$ cat config.mk
export PLATFORM = sky130hd
export DESIGN_NAME = rf_wb_scheduler
export DESIGN_NICKNAME = d
export VERILOG_FILES = /design/src/rtl/rf_wb_scheduler.sv
export SDC_FILE = /design/constraint.sdc
export NUM_CORES = 2
export LEC_CHECK = 0
export BUFFER_PORTS_ARGS = -buffer_cell sky130_fd_sc_hd__buf_2
export CELL_PAD_IN_SITES_DETAIL_PLACEMENT = 0
export CELL_PAD_IN_SITES_GLOBAL_PLACEMENT = 2
export CORE_UTILIZATION = 40
export CTS_CLUSTER_DIAMETER = 120
export DETAILED_ROUTE_END_ITERATION = 8
export HOLD_SLACK_MARGIN = 0.02
export PLACE_DENSITY_LB_ADDON = 0.1
export SYNTH_ARGS = -nofsm -noshare
export SYNTH_HDL_FRONTEND = slang
export SYNTH_SLANG_ARGS = --single-unit
$ cat constraint.sdc
create_clock -name clk -period 9.05 [get_ports clk]
set_input_delay 0.4525 -clock clk [delete_from_list [all_inputs] [get_ports clk]]
set_output_delay 0.4525 -clock clk [all_outputs]
set_load 0.01 [all_outputs]
$ cat src/rtl/rf_wb_scheduler.sv
// Writeback scheduler for the 2-bank register file: steers two lanes into
// per-bank queues, drains one write per bank per cycle, forwards queued data.
module rf_wb_scheduler #(
    parameter int WIDTH   = 32,
    parameter int DEPTH   = 4,
    parameter bit DROP_R0 = 1'b1
) (
    input  logic                  clk,
    input  logic                  rst_n,
    input  logic [1:0]            in_valid_i,
    input  logic [1:0][4:0]       in_addr_i,
    input  logic [1:0][WIDTH-1:0] in_data_i,
    output logic                  in_ready_o,
    output logic [4:0]            wa0_o,
    output logic [4:0]            wa1_o,
    output logic [WIDTH-1:0]      wd0_o,
    output logic [WIDTH-1:0]      wd1_o,
    output logic                  we0_o,
    output logic                  we1_o,
    input  logic [3:0][4:0]       ra_i,
    output logic [3:0]            fwd_hit_o,
    output logic [3:0][WIDTH-1:0] fwd_data_o,
    output logic                  busy_o
);

    localparam int PW = $clog2(DEPTH);
    localparam int CW = PW + 1;

    logic [4:0]       q_addr [2][DEPTH];
    logic [WIDTH-1:0] q_data [2][DEPTH];
    logic [PW-1:0]    rd_ptr [2];
    logic [PW-1:0]    wr_ptr [2];
    logic [CW-1:0]    cnt    [2];

    logic [1:0]       acc;
    logic [1:0]       push   [2];
    logic [CW-1:0]    npush  [2];
    logic [1:0]       pop;

    // Ready needs two free slots in both banks so a dual push never overflows.
    assign in_ready_o = rst_n
                     && (cnt[0] <= CW'(DEPTH - 2))
                     && (cnt[1] <= CW'(DEPTH - 2));

    always_comb begin
        for (int k = 0; k < 2; k++) begin
            acc[k] = in_valid_i[k] && in_ready_o
                  && !(DROP_R0 && (in_addr_i[k] == 5'd0));
        end
        push[0][0] = acc[0] && !in_addr_i[0][0];
        push[0][1] = acc[1] && !in_addr_i[1][0];
        push[1][0] = acc[0] &&  in_addr_i[0][0];
        push[1][1] = acc[1] &&  in_addr_i[1][0];
        for (int b = 0; b < 2; b++) begin
            npush[b] = CW'(push[b][0]) + CW'(push[b][1]);
            pop[b]   = (cnt[b] != '0);
        end
    end

    always_ff @(posedge clk) begin
        if (!rst_n) begin
            for (int b = 0; b < 2; b++) begin
                rd_ptr[b] <= '0;
                wr_ptr[b] <= '0;
                cnt[b]    <= '0;
            end
        end else begin
            for (int b = 0; b < 2; b++) begin
                wr_ptr[b] <= wr_ptr[b] + PW'(npush[b]);
                rd_ptr[b] <= rd_ptr[b] + PW'(pop[b]);
                cnt[b]    <= cnt[b] + npush[b] - CW'(pop[b]);
            end
        end
    end

    // Lane 0 is older, so it takes the first free slot when both hit one bank.
    always_ff @(posedge clk) begin
        for (int b = 0; b < 2; b++) begin
            if (push[b][0]) begin
                q_addr[b][wr_ptr[b]] <= in_addr_i[0];
                q_data[b][wr_ptr[b]] <= in_data_i[0];
            end
            if (push[b][1]) begin
                q_addr[b][wr_ptr[b] + PW'(push[b][0])] <= in_addr_i[1];
                q_data[b][wr_ptr[b] + PW'(push[b][0])] <= in_data_i[1];
            end
        end
    end

    assign we0_o  = pop[0];
    assign we1_o  = pop[1];
    assign wa0_o  = pop[0] ? q_addr[0][rd_ptr[0]] : 5'd0;
    assign wa1_o  = pop[1] ? q_addr[1][rd_ptr[1]] : 5'd0;
    assign wd0_o  = pop[0] ? q_data[0][rd_ptr[0]] : '0;
    assign wd1_o  = pop[1] ? q_data[1][rd_ptr[1]] : '0;
    assign busy_o = pop[0] | pop[1];

    // Scan oldest to youngest so the last match left standing is the youngest.
    always_comb begin
        fwd_hit_o  = '0;
        fwd_data_o = '0;
        for (int i = 0; i < 4; i++) begin
            for (int j = 0; j < DEPTH; j++) begin
                logic          bk;
                logic [PW-1:0] idx;
                bk  = ra_i[i][0];
                idx = rd_ptr[bk] + PW'(j);
                if ((CW'(j) < cnt[bk])
                    && (q_addr[bk][idx] == ra_i[i])
                    && !(DROP_R0 && (ra_i[i] == 5'd0))) begin
                    fwd_hit_o[i]  = 1'b1;
                    fwd_data_o[i] = q_data[bk][idx];
                end
            end
        end
    end

endmodule
==> summary.md <==
| Metric | Value |
|---|---|
| Post-synthesis area per instance | `roughly 11 um^2` |
| DIE HEIGHT | `319.3 um` |
| Synthesis-to-layout area growth | `9.429%` |
| Worst EP arrival | `7.82 ns` |
| Status | `finished, final reports clean` |
| Die area | `102,000 um^2` |
| Io pins | `about 310` |
| DP HPWL | `128,900 um` |
| Final nets | `approximately 3,800` |
| Post-route cell area | `44,070 um^2` |
| Routed vias | `roughly 37,000` |
| Setup TNS | `0 ns` |
| Clock buffer depth | `3` |
| Reg2Reg Launch Point | `cnt[1][2]` |
| Mapped Area | `40,270 um^2` |
| Pre-CTS setup slack | `~1.8 ns` |
| Worst rel slew slack | `around 10%` |
| Total CTS buffers | `39` |
| WL final | `204,400 um` |
| M2 GR Usage | `54.64%` |
| CTS Hold Bufs | `0` |
| Max-slew violations | `0` |
| RD Place Congestion | `a little over 0.9` |
| Leak pwr | `0.01545 uW` |
| CTS sink cnt | `310` |
| Primary FF master, synth | `edfxtp_1` |
| Starting Density | `40.33%` |
| Yosys warns | `0` |
| RSZ-0062 raised after global routing | `false` |
| DRC | `0` |
| Row Count | `116` |
| Final min period | `8.271 ns` |
| CP most frequent cell | `buf_4` |
| Hold crit path type | `input port to flop` |
| H-Tree Depth | `2` |
| Hold path startpoint | `in_data_i[24]` |
| Initial antenna violation count | `39` |
| Critical setup path kind | `flop to output pin` |
| Crit start category | `flop` |
| Largest net degree at the start of global routing | `191` |
| FF-to-FF path depth | `11` |
| Hold Fails Final Rpt | `0` |
| Cell area after placement | `42,780 um^2` |
| Sequential fraction of the synthesis area | `22.77%` |
| First-pass GRT wire length | `282,300 um` |
| FF-to-FF End | `q_data[0][47]` |
| Die width | `319.3 um` |
| Pwr dens | `293.4 nW/um^2` |
| TritonCTS clock tree | `done` |
| CP max stage delay | `1.01 ns` |
| R2r setup slk | `approximately 4.1 ns` |
| Resize count post-CTS | `0` |
| Crit-path slowest cell | `a221oi_1` |
| Clock skew | `0.03437 ns` |
| # setup viols final | `0` |
| WHS Endpoint | `q_data[1][120]` |
| Worst path cell trace | `buf_4 -> mux2i_4 -> buf_4 -> mux4_2 -> xor2_1 -> o21a_1 -> buf_4 -> nand2_1 -> and2_1 -> buf_4 -> a221oi_1 -> buf_2` |
| Ys async rst share | `0%` |
| Synthesis-stage register bit count | `310` |
| Global route overflow | `0` |
| Final ANT Viol Nets | `0` |
| Clock root cell | `clkbuf_16` |
| Later-pin clock latency in the skew report | `0.61 ns` |
| DR iter-0 viols | `between 5,000 and 6,000` |
| Synth Instances | `around 3,600` |
| # Post-CTS Setup Buffers | `0` |
| Final Cycle Share | `91.40%` |
| Clk pin slew, worst setup/hold paths | `around 0.060 ns` |
| Hold Path Stages | `3` |
| Syn nets | `3,745` |
| Max VDD drop | `0.2504 mV` |
| Slew @ Worst Pin | `approximately 1.3 ns` |
| Met3 usage in global routing | `15.25%` |
| Share of cells above drive strength 1 | `40.01%` |
| Overall routing resource usage | `approximately two fifths` |
| Req. time, crit path | `8.60 ns` |
| Worst-path maximum fanout | `51` |
| Highest clock rate | `between 0.1 and 0.15 GHz` |
| Maxcap violations | `0` |
| Number of flops mapped to enable cells by yosys | `296` |
| Core area | `roughly 100,000 um^2` |
| Buffers on Ports | `roughly 310` |
| Final setup margin | `0.7785 ns` |
| Vias in the first global route | `34,560` |
| Crit. End Element | `output pin` |
| Synth cell types | `between 70 and 80` |
| GR Util met1 | `54.54%` |
| GR peak layer | `met2` |
| Drt wl/cell | `40.85 um` |
| Pre-antenna DRT Iters | `8` |
| Vias per cell | `7.425` |
==> cell usage after synthesis, drive strengths merged (3+ instances only) <==
library cell  number  area share, %
a2111oi            3          0.084
a211oi            58            1.1
a21oi             82            1.0
a221oi            11           0.24
a22oi             13           0.24
a311oi            35           0.78
a31o              32           0.70
a31oi             25           0.39
and2              58           0.90
and3               4          0.062
buf              184            2.5
clkbuf           227            2.1
dfxtp             14           0.70
edfxtp           296             22
ha                14           0.43
inv               52           0.48
mux2             405             11
mux2i            313            7.9
mux4             517             29
nand2            376            3.5
nand2b            62           0.96
nand3             39           0.48
nand3b             3          0.056
nor2             149            1.4
nor2b             48           0.75
nor3              42           0.53
nor3b              6           0.11
nor4              46           0.78
o2111ai           33           0.72
o211a             31           0.77
o211ai            95            1.8
o21ai            167            2.1
o221a             30           0.84
o22ai              3          0.047
o311ai             3          0.065
o31ai             34           0.63
o32ai              3          0.065
or2                4          0.062
or3                6          0.093
xnor2             52            1.1
xor2              33           0.72
==> critical path: cells and delay by family (launching register included) <==
family | cells | cell delay [ns]
buffers and inverters | 5 | 2.42
AND/OR/NAND/NOR | 2 | 1.75
AO/OA/AOI/OAI | 2 | 1.15
flip-flops | 1 | 0.93
multiplexers | 2 | 0.71
XOR/XNOR | 1 | 0.15
==> cells by family after synthesis <==
family / count (synthesis) / share of synthesized area, %
AOI/OAI and AO/OA: 671 / 11.82
xor gates and xnor gates: 85 / 1.849
adders and majority gates: 16 / 0.5344
buffers and inverters: 463 / 5.077
DFF: 310 / 22.77
muxes: 1235 / 48.11
and+or+nand+nor: 851 / 9.852
==> metal layers <==
metal	vias up	wire [um]
li1	14660	-
met1	19060	81280
met2	2888	84780
met3	511	29920
met4	42	8151
met5	-	276
==> per-stage QoR <==
stage | power, uW | util (%) | hold slack [ns] | instances
5_1_grt | 13360 | 44.12 | 0.2429 | 4997
4_1_cts | 12740 | 44.11 | 0.1961 | 4995
2_1_floorplan | 8167 | - | 0.5521 | 3631
3_3_place_gp | 11000 | 42.84 | 0.6471 | 4925
3_5_place_dp | 11060 | 42.84 | 0.6561 | 4925
6_report | 12930 | 44.13 | 0.2220 | 5004
==> final cells by class <==
class / instances / area (um^2)
inverter: 52 / 195.2
clock inverter: 25 / 272.8
antenna: 9 / 22.52
clock buffer: 45 / 998.5
tap: 1298 / 1624
fill: 9383 / 55790
sequential: 310 / 9184
multi-input combinational: 2858 / 29410
timing repair buffer: 407 / 2361
==> worst max-delay path by stage <==
stage	startpoint	to
2_1_floorplan	cnt[0][2]	q_addr[0][0]
3_3_place_gp	rd_ptr[0][0]	fwd_data_o[65]
3_5_place_dp	rd_ptr[0][0]	fwd_data_o[65]
4_1_cts	rd_ptr[0][0]	fwd_data_o[65]
5_1_grt	rd_ptr[0][0]	fwd_data_o[65]
6_report	rd_ptr[0][0]	fwd_data_o[65]
==> power breakdown <==
| part | internal, uW | switching (uW) | total, uW |
|---|---|---|---|
| combinational | 3970 | 5390 | 9360 |
| sequential | 1690 | 234 | 1920 |
| clock | 938 | 712 | 1650 |
==> state kept, by name, indices dropped and copies added (netlist names) <==
| signal | flops |
|---|---|
| cnt | 6 |
| q_data | 256 |
| q_addr | 40 |
| rd_ptr | 4 |
| wr_ptr | 4 |
==> cells in the final DEF, fill, tap and decap left out, types with 39 or more instances in the layout <==
cell type	count
a211oi_1	58
a21oi_1	82
and2_1	58
buf_2	303
buf_4	97
clkbuf_16	39
edfxtp_1	296
inv_1	52
mux2_2	403
mux2i_1	306
mux4_2	517
nand2_1	374
nand2b_1	62
nor2_1	146
nor2b_1	48
nor4_1	42
o211ai_1	95
o21ai_0	151
xnor2_1	48
(Power assumes the default switching activity.)
